<file path="src/rtl/seg7_pkg.sv">
// seg7_pkg: shared definitions for the seven-segment MMIO responder.
//   - register word offsets
//   - CTRL field positions and writable mask
//   - seven-segment patterns (active-high, bit0 = segment a)
//   - byte-lane merge helper for partial stores
package seg7_pkg;

  localparam int unsigned SEG7_DATA   = 0;
  localparam int unsigned SEG7_CTRL   = 1;
  localparam int unsigned SEG7_STATUS = 2;

  localparam int unsigned CTRL_EN_BIT     = 0;
  localparam int unsigned CTRL_BLANK_LSB  = 4;
  localparam int unsigned CTRL_BRIGHT_LSB = 8;

  // Pin-level idle levels (active-low board pins).
  localparam logic [6:0] SEG_BLANK = 7'h7F;
  localparam logic [3:0] AN_BLANK  = 4'hF;

  // Hex glyphs, entry n is the active-high pattern for nibble n.
  localparam logic [15:0][6:0] SEG7_HEX = {
    7'h71, 7'h79, 7'h5E, 7'h39, 7'h7C, 7'h77, 7'h6F, 7'h7F,
    7'h07, 7'h7D, 7'h6D, 7'h66, 7'h4F, 7'h5B, 7'h06, 7'h3F
  };

  typedef struct packed {
    logic        sel;
    logic        rd;
    logic [3:0]  we;
    logic [31:0] wdata;
  } seg7_req_t;

  // Replace the byte lanes of old_v selected by we with those of new_v.
  function automatic logic [31:0] byte_merge(input logic [31:0] old_v,
                                             input logic [31:0] new_v,
                                             input logic [3:0]  we);
    logic [31:0] r;
    r = old_v;
    for (int b = 0; b < 4; b++)
      if (we[b]) r[8*b +: 8] = new_v[8*b +: 8];
    return r;
  endfunction

endpackage

</file>
<file path="src/rtl/seg7_mmio_responder_hex.sv">
// hex_to_seg7: combinational nibble to seven-segment pattern.
//   nib_i [3:0]  hex digit
//   seg_o [6:0]  segments a..g, active-high, bit0 = a
module hex_to_seg7
  import seg7_pkg::*;
(
  input  logic [3:0] nib_i,
  output logic [6:0] seg_o
);
  assign seg_o = SEG7_HEX[nib_i];
endmodule

</file>
<file path="src/rtl/seg7_mmio_responder.sv">
// seg7_mmio_responder: memory-mapped 4-digit seven-segment display driver.
//   Word map: 0 DATA[15:0], 1 CTRL {bright[11:8], blank[7:4], en[0]},
//             2 STATUS {frame[15:8], idx[1:0]} (read-only), 3 reserved.
// Ports:
//   clk_i, rst_i (async, active-high)
//   sel_i        window select; rd_i/we_i ignored when low
//   rd_i         load strobe, data_out_o valid one cycle later
//   we_i[3:0]    byte write enables
//   addr_i       word offset
//   data_in_i    store data
//   data_out_o   registered load data, holds between loads
//   seg_o[6:0]   segments a..g, active-low
//   an_o[3:0]    digit anodes, active-low, bit0 = rightmost
// Build option: define SEG7_BRIGHTNESS_EN to enable the CTRL[11:8] duty
// control (CTRL then resets to 0x0000_0F00).
module seg7_mmio_responder
  import seg7_pkg::*;
#(
  parameter int unsigned REFRESH_DIV = 100000,
  parameter int unsigned ADDR_W      = 2
) (
  input  logic              clk_i,
  input  logic              rst_i,
  input  logic              sel_i,
  input  logic              rd_i,
  input  logic [3:0]        we_i,
  input  logic [ADDR_W-1:0] addr_i,
  input  logic [31:0]       data_in_i,
  output logic [31:0]       data_out_o,
  output logic [6:0]        seg_o,
  output logic [3:0]        an_o
);
  localparam int unsigned     DIV_W    = $clog2(REFRESH_DIV);
  localparam logic [DIV_W-1:0] DIV_LAST = DIV_W'(REFRESH_DIV - 1);

  seg7_req_t req;
  assign req = '{sel: sel_i, rd: rd_i, we: we_i, wdata: data_in_i};

  logic [15:0]      data_q, data_d;
  logic             en_q, en_d;
  logic [3:0]       blank_q, blank_d;
  logic [DIV_W-1:0] div_q, div_d;
  logic [1:0]       idx_q, idx_d;
  logic [7:0]       frame_q, frame_d;
  logic [31:0]      dout_q, dout_d;
  logic [6:0]       seg_q, seg_d;
  logic [3:0]       an_q, an_d;
  logic             duty_on;

`ifdef SEG7_BRIGHTNESS_EN
  logic [3:0] bright_q, bright_d;
  // Lit while the divider is inside the first d sixteenths of the slot.
  localparam int unsigned SLOT_STEP = REFRESH_DIV / 16;
  logic [31:0] duty_lim;
  assign duty_lim = 32'(SLOT_STEP) * {28'h0, bright_q};
  assign duty_on  = 32'(div_q) < duty_lim;
`else
  logic [3:0] bright_q;
  assign bright_q = 4'h0;
  assign duty_on  = 1'b1;
`endif

  // Address decode
  logic hit_data, hit_ctrl, hit_stat, wr_en, rd_en;
  assign hit_data = (addr_i == ADDR_W'(SEG7_DATA));
  assign hit_ctrl = (addr_i == ADDR_W'(SEG7_CTRL));
  assign hit_stat = (addr_i == ADDR_W'(SEG7_STATUS));
  assign wr_en    = req.sel && (req.we != 4'b0);
  assign rd_en    = req.sel && req.rd;

  // Readback views and byte-merged store values
  logic [31:0] data_rd, ctrl_rd, stat_rd, data_wr, ctrl_wr;
  assign data_rd = {16'h0, data_q};
  assign ctrl_rd = {20'h0, bright_q, blank_q, 3'b000, en_q};
  assign stat_rd = {16'h0, frame_q, 6'h0, idx_q};
  assign data_wr = byte_merge(data_rd, req.wdata, req.we);
  assign ctrl_wr = byte_merge(ctrl_rd, req.wdata, req.we);

  // Merged bits that map to no storage
  logic unused_bits;
  assign unused_bits = ^{data_wr[31:16], ctrl_wr[31:12], ctrl_wr[11:8], ctrl_wr[3:1]};

  // Register writes and load data. Reads sample the _q values, so a
  // simultaneous rd+we returns the pre-write contents.
  always_comb begin
    data_d  = data_q;
    en_d    = en_q;
    blank_d = blank_q;
`ifdef SEG7_BRIGHTNESS_EN
    bright_d = bright_q;
`endif
    dout_d  = dout_q;
    if (wr_en && hit_data) data_d = data_wr[15:0];
    if (wr_en && hit_ctrl) begin
      en_d    = ctrl_wr[CTRL_EN_BIT];
      blank_d = ctrl_wr[CTRL_BLANK_LSB +: 4];
`ifdef SEG7_BRIGHTNESS_EN
      bright_d = ctrl_wr[CTRL_BRIGHT_LSB +: 4];
`endif
    end
    if (rd_en) begin
      if (hit_data)      dout_d = data_rd;
      else if (hit_ctrl) dout_d = ctrl_rd;
      else if (hit_stat) dout_d = stat_rd;
      else               dout_d = 32'h0;
    end
  end

  // Scan: free-running regardless of enable
  logic div_last;
  assign div_last = (div_q == DIV_LAST);
  always_comb begin
    div_d   = div_last ? '0 : div_q + 1'b1;
    idx_d   = div_last ? idx_q + 2'd1 : idx_q;
    frame_d = (div_last && idx_q == 2'd3) ? frame_q + 8'd1 : frame_q;
  end

  // Digit select and glyph
  logic [3:0][3:0] nib;
  logic [6:0]      pat;
  logic            lit;
  assign nib = data_q;

  hex_to_seg7 u_hex (
    .nib_i (nib[idx_q]),
    .seg_o (pat)
  );

  assign lit = en_q && !blank_q[idx_q] && duty_on;

  always_comb begin
    seg_d = SEG_BLANK;
    an_d  = AN_BLANK;
    if (lit) begin
      seg_d = ~pat;
      an_d  = ~(4'b0001 << idx_q);
    end
  end

  always_ff @(posedge clk_i or posedge rst_i) begin
    if (rst_i) begin
      data_q  <= '0;
      en_q    <= 1'b0;
      blank_q <= '0;
`ifdef SEG7_BRIGHTNESS_EN
      bright_q <= 4'hF;
`endif
      div_q   <= '0;
      idx_q   <= '0;
      frame_q <= '0;
      dout_q  <= '0;
      seg_q   <= SEG_BLANK;
      an_q    <= AN_BLANK;
    end else begin
      data_q  <= data_d;
      en_q    <= en_d;
      blank_q <= blank_d;
`ifdef SEG7_BRIGHTNESS_EN
      bright_q <= bright_d;
`endif
      div_q   <= div_d;
      idx_q   <= idx_d;
      frame_q <= frame_d;
      dout_q  <= dout_d;
      seg_q   <= seg_d;
      an_q    <= an_d;
    end
  end

  assign data_out_o = dout_q;
  assign seg_o      = seg_q;
  assign an_o       = an_q;

endmodule

</file>
<file path="config.mk">
export PLATFORM = sky130hd
export DESIGN_NAME = seg7_mmio_responder
export DESIGN_NICKNAME = d
export VERILOG_FILES = /design/src/rtl/seg7_pkg.sv /design/src/rtl/seg7_mmio_responder_hex.sv /design/src/rtl/seg7_mmio_responder.sv
export SDC_FILE = /design/constraint.sdc
export NUM_CORES = 1
export LEC_CHECK = 0
export CAP_MARGIN = 20
export CORE_ASPECT_RATIO = 1.75
export CORE_MARGIN = 2
export CORE_UTILIZATION = 37
export CTS_CLUSTER_DIAMETER = 100
export DETAILED_ROUTE_END_ITERATION = 12
export PLACE_DENSITY = 0.75
export SYNTH_ARGS = -nofsm -noshare
export SYNTH_HDL_FRONTEND = slang
export SYNTH_SLANG_ARGS = --single-unit
export TNS_END_PERCENT = 10
</file>
<file path="constraint.sdc">
create_clock -name clk_i -period 3 [get_ports clk_i]
set_clock_uncertainty 0.15 [all_clocks]
set_input_delay 0.9 -clock clk_i [delete_from_list [all_inputs] [get_ports clk_i]]
set_output_delay 0.9 -clock clk_i [all_outputs]
set_load 0.03 [all_outputs]
</file>
After elaboration in Yosys (flattened, before gate mapping)

Memory sizes are Yosys's and may differ from the RTL's.
Cells that the tools add are included.

Register bits after elaboration: 91
Word-level logic and storage cells: 46
Bits in read-only memories: 112
Memories: 1
Input port bits: 42

Shift-type cells: 1
Add/sub/neg operators: 3
Reductions and logical operators: 12
Bitwise gates (word level): 2
Equality and inequality tests: 4
Magnitude comparators: 2
Mux-type cells: 11

Memory list:

| memory           | words | bits a word | read ports | clocked after memory_dff | write ports | line                          | text |
|---|---|---|---|---|---|---|---|
| (name not given) | 16    | 7           | 1          | 0                        | 0           | seg7_mmio_responder_hex.sv:10 | `assign seg_o = SEG7_HEX[nib_i];` |

Operator list:

| kind                  | count |
|---|---|
| $mux 16               | 3 |
| $add 17x1->17 const B | 1 |
| $eq 17x17->1 const B  | 1 |
| $mux 17               | 1 |
| $mux 7                | 2 |
| $add 8x1->8 const B   | 1 |
| $bmux 4 s2            | 1 |
| $mux 4                | 2 |
| $not 7->7             | 1 |
| $logic_and 1x1->1     | 6 |
| $reduce_and 2->1      | 3 |
| $lt 4x5->1 const B    | 1 |
| $eq 2x2->1 const B    | 2 |
| $not 4->4             | 1 |
| $reduce_bool 4->1     | 1 |
| $shl 1x2->4 const A   | 1 |
| $lt 2x3->1 const B    | 1 |
| $add 2x1->2 const B   | 1 |
| $bmux 1 s2            | 1 |
| $eq 2x1->1 const B    | 1 |
| $logic_not 2->1       | 1 |
| $logic_not 1->1       | 1 |
| $mux 1                | 1 |

Longest topological paths before layout

Depth after elaboration: 6
Depth in mapped cells: 7
Depth with buffers taken out: 6

Modules after synthesis

From an unflattened synthesis, not the netlist that was laid out.

Cells, all modules: 318
Area, all modules: 3692.3 um^2

Modules (own cells, without submodules):

| module              | area an instance (um^2) | cells each | times used | sequential area each (um^2) |
|---|---|---|---|---|
| seg7_mmio_responder | 3402.0                  | 285        | 1          | 1890.6 |
| hex_to_seg7         | 290.3                   | 33         | 1          | 0.0 |

Worst setup path after synthesis

No wires, ideal clock.

Path type: input port to flip-flop
Start point: in addr_i[0]
End point: reg blank_q[0]
Cell stages on the path: 5
Data arrival time: 1940 ps
Required time: 2725 ps
Slack: 785 ps
Path through: buf_2 -> inv_1 -> or3_1 -> clkbuf_1 -> mux2_2

Word-level cells in the longest chain between the ends: 3

Ends and longest elaborated chain:

| element                           | line                       | text |
|---|---|---|
| start, declared                   | seg7_mmio_responder.sv:27  | `input logic [ADDR_W-1:0] addr_i,` |
| $eq 2x1->1                        | seg7_mmio_responder.sv:66  | `assign hit_ctrl = (addr_i == ADDR_W'(SEG7_CTRL));` |
| $logic_and 1x1->1                 | seg7_mmio_responder.sv:94  | `if (wr_en && hit_ctrl) begin` |
| $reduce_and 2->1 (no source line) | -                          |  |
| end signal, assigned              | seg7_mmio_responder.sv:157 | `blank_q <= blank_d;` |
| end, declared                     | seg7_mmio_responder.sv:41  | `logic [3:0] blank_q, blank_d;` |

No other way between the ends.
A chain may end at the register's enable or synchronous reset.

Worst setup path in the final report

Start point: reg an_q[0] (netlist: an_o[0])
End point: out an_o[0]

RTL lines:

| element                | line                       | text |
|---|---|---|
| start, declared        | seg7_mmio_responder.sv:47  | `logic [3:0] an_q, an_d;` |
| start signal, assigned | seg7_mmio_responder.sv:166 | `an_q <= an_d;` |
| end, declared          | seg7_mmio_responder.sv:31  | `output logic [3:0] an_o` |

No word-level cell between the ends.

==> metrics.md <==
| Metric | Value |
|---|---|
| Crit. End Element | `primary output` |
| CTS buffer count | `9` |
| Reg2Reg Setup Slack | `around 0.59 ns` |
| Count of different cell masters after synthesis | `43` |
| Syn avg cell area | `about 12 sq um` |
| Vias in the first global route | `2,600` |
| Die area | `~0.011 sq mm` |
| Initial drt markers | `102` |
| Hold Crit Depth | `1` |
| Ys flop type | `dfrtp_1` |
| Pre-CTS WS | `between 0.3 and 0.4 ns` |
| Fillers | `870` |
| Drt via density | `5.02` |
| Min Hold Slack | `0.328 ns` |
| VDD IR max | `0.356 mV` |
| # Post-CTS Setup Buffers | `0` |
| Effective utilization at floorplan | `37.8%` |
| Slew HR | `between 60% and 70%` |
| CTS Buffer Depth | `2` |
| Synth Cell Area | `roughly 0.0037 sq mm` |
| Initial antenna violation count | `0` |
| Row cnt | `48` |
| Slew @ Worst Pin | `approximately 0.54 ns` |
| Post-synth ARST share | `100%` |
| Final Non-Filler Cells | `about 500` |
| Setup-failing EPs final | `0` |
| Tot GR Track Use | `between 10% and 20%` |
| Status | `finished clean` |
| Hold Vio Cnt, Final | `0` |
| Biggest cell delay along the critical path | `roughly 0.66 ns` |
| Post-route minimum period | `around 2.6 ns` |
| Crit path max-delay family | `buffers and inverters` |
| Hold_buf cts | `0` |
| Wire per inst | `16.0 um` |
| Layout cells sized above 1 | `between 10% and 20%` |
| First-pass GRT wire length | `12.9 mm` |
| Placed insts | `between 400 and 500` |
| Htree depth | `3` |
| Max-Cap Viols | `0` |
| Post-route setup TNS | `0 ns` |
| Post-synth EDFFs | `0` |
| TritonRoute pass-1 iters | `4` |
| Achievable frequency | `slightly below 400 MHz` |
| Vias post-DR | `between 2,000 and 3,000` |
| Ant. Diodes | `0` |
| Die W | `a little under 80 um` |
| IO Port Bufs | `50` |
| Final WL | `around 8.0 mm` |
| Largest net degree at the start of global routing | `60` |
| CORE AREA | `0.00979 sq mm` |
| NumNets Final | `423` |
| Count of final max-slew check failures | `0` |
| Routed Antenna Nets | `0` |
| Clock root buffer | `clkbuf_16` |
| Slowest cell on crit path | `clkdlybuf4s50_1` |
| RSZ-0062 raised after global routing | `no` |
| Register area | `about 0.0019 sq mm` |
| CTS resizes | `0` |
| Hold Path End | `frame_q[7]$_DFFE_PP0P_` |
| Worst R2R Start | `idx_q[0]$_DFFE_PP0N_` |
| Worst-path clk slew | `roughly 0.06 ns` |
| Hold Crit Class | `flip-flop to flip-flop` |
| Most frequent cells in the layout | `dfrtp_1, clkdlybuf4s50_1, nand2_1, mux2_2, mux2i_1` |
| Final core utilization | `46.8%` |
| Die Ht | `136 um` |
| Hold path startpoint | `frame_q[7]$_DFFE_PP0P_` |
| PwrDens | `between 600 and 700 mW/mm^2` |
| HPWL after detailed placement | `slightly above 6 mm` |
| Commonest non-fill, non-tap cell in the layout | `dfrtp_1` |
| Crit path arrival time | `between 1.5 and 2 ns` |
| Clk Latency, worst-skew pair | `roughly 0.33 ns` |
| CTS tree | `done` |
| Slack of the critical path | `0.440 ns` |
| Congestion Overflow GR | `0` |
| CTS Sinks | `75` |
| Reg2Reg Depth | `6` |
| FF+latch count, synth | `75` |
| Crit Reg-Reg Endpoint | `seg_o[3]$_DFF_PP1_` |
| CP startpoint kind | `flip-flop` |
| Ys Warns | `0` |
| Lkg Pwr | `around 2 nW` |
| Routability Congestion | `between 0.8 and 0.9` |
| Worst EP required | `between 1.5 and 2 ns` |
| Setup CP Type | `flip-flop to primary output` |
| Area growth syn-to-layout | `23.9%` |
| Io pins | `85` |
| CP cell instances | `clkdlybuf4s50_1` |
| Buf+Inv Stages, Crit Path | `1` |
| Remaining DRCs | `0` |
| Post-synthesis sequential area ratio | `about half` |
| Period Utilization, post-route | `85.3%` |
| Footprint of the multi-input gates | `~0.0016 sq mm` |
| CP Max Fanout | `1` |
| Synth Instances | `310` |
==> cell families after synthesis <==
| logic type | synth area share, % |
|---|---|
| buffers and inverters | 5.99 |
| AND/OR/NAND/NOR | 12.9 |
| XOR/XNOR | 5.44 |
| multiplexers | 15.3 |
| AO/OA/AOI/OAI | 5.14 |
| flip-flops | 51.1 |
| adder cells (fa/ha/maj) | 4.06 |
| other | 0.101 |
==> final cells by class <==
class	instances	share of cell area [%]
well taps	125	3.41
repair buffers	59	12.7
multi-input cells	214	35.9
inverters	10	0.819
clock buffers	14	5.76
flip-flops and latches	75	41.3
clock inverters	2	0.218
==> layer usage <==
layer	wire, um	global-route usage [%]	vias to the layer above
li1	-	-	1169
met5	0	0	-
met4	396	10.5	0
met3	323	3.39	25
met1	2830	16.2	1229
met2	4420	28.2	80
==> synth_stat cells, types with 3 or more instances <==
| cell type | count | area share [%] |
|---|---|---|
| dfrtp_1 | 64 | 43 |
| nand4_1 | 4 | 0.68 |
| xnor2_1 | 9 | 2.1 |
| and3_1 | 5 | 0.85 |
| ha_1 | 12 | 4.1 |
| mux2_2 | 24 | 7.3 |
| nor3_1 | 8 | 1.1 |
| nor2_1 | 11 | 1.1 |
| buf_6 | 3 | 0.91 |
| dfstp_2 | 11 | 7.8 |
| o221ai_2 | 3 | 1.2 |
| nand2_1 | 31 | 3.1 |
| clkbuf_1 | 4 | 0.41 |
| a21oi_1 | 3 | 0.41 |
| mux2i_1 | 17 | 4.6 |
| nand3_1 | 9 | 1.2 |
| o21ai_0 | 15 | 2.0 |
| xor2_1 | 14 | 3.3 |
| and4_1 | 4 | 0.95 |
| buf_4 | 16 | 3.2 |
| inv_1 | 10 | 1.0 |
| mux4_1 | 3 | 2.1 |
| buf_2 | 3 | 0.41 |
| nor3_2 | 3 | 0.81 |
==> through the flow <==
| stage | cell area (sq um) | total power, mW |
|---|---|---|
| after floorplan | 3760 | 1.65 |
| after global placement | 4310 | 1.85 |
| after detailed placement | 4310 | 1.87 |
| after CTS | 4580 | 2.85 |
| after global routing | 4580 | 2.96 |
| final | 4580 | 2.83 |
==> power by group <==
part	total, mW	switching (mW)	internal (mW)
logic	0.619	0.344	0.276
registers	1.23	0.0822	1.15
clock network	0.986	0.383	0.603
total	2.83	0.809	2.02
==> sequential cells by signal, indices dropped and copies added (netlist names), 2 cells and up <==
| signal | count |
|---|---|
| div_q | 17 |
| data_out_o | 16 |
| data_q | 16 |
| frame_q | 8 |
| seg_o | 7 |
| an_o | 4 |
| blank_q | 4 |
| idx_q | 2 |
==> worst max path at each step <==
stage                              to  slack (ns)               start  depth (start not counted)
2_1_floorplan  blank_q[0]$_DFFE_PP0P_        0.06               rst_i                          1
3_3_place_gp         en_q$_DFFE_PP0P_        0.41           addr_i[0]                          4
3_5_place_dp         en_q$_DFFE_PP0P_        0.36           addr_i[0]                          4
4_1_cts                       an_o[0]        0.42   an_o[0]$_DFF_PP1_                          1
5_1_grt                      seg_o[2]        0.41  seg_o[2]$_DFF_PP1_                          1
6_report                      an_o[0]        0.44   an_o[0]$_DFF_PP1_                          1
Note: power is estimated with default switching activity, not from simulation.
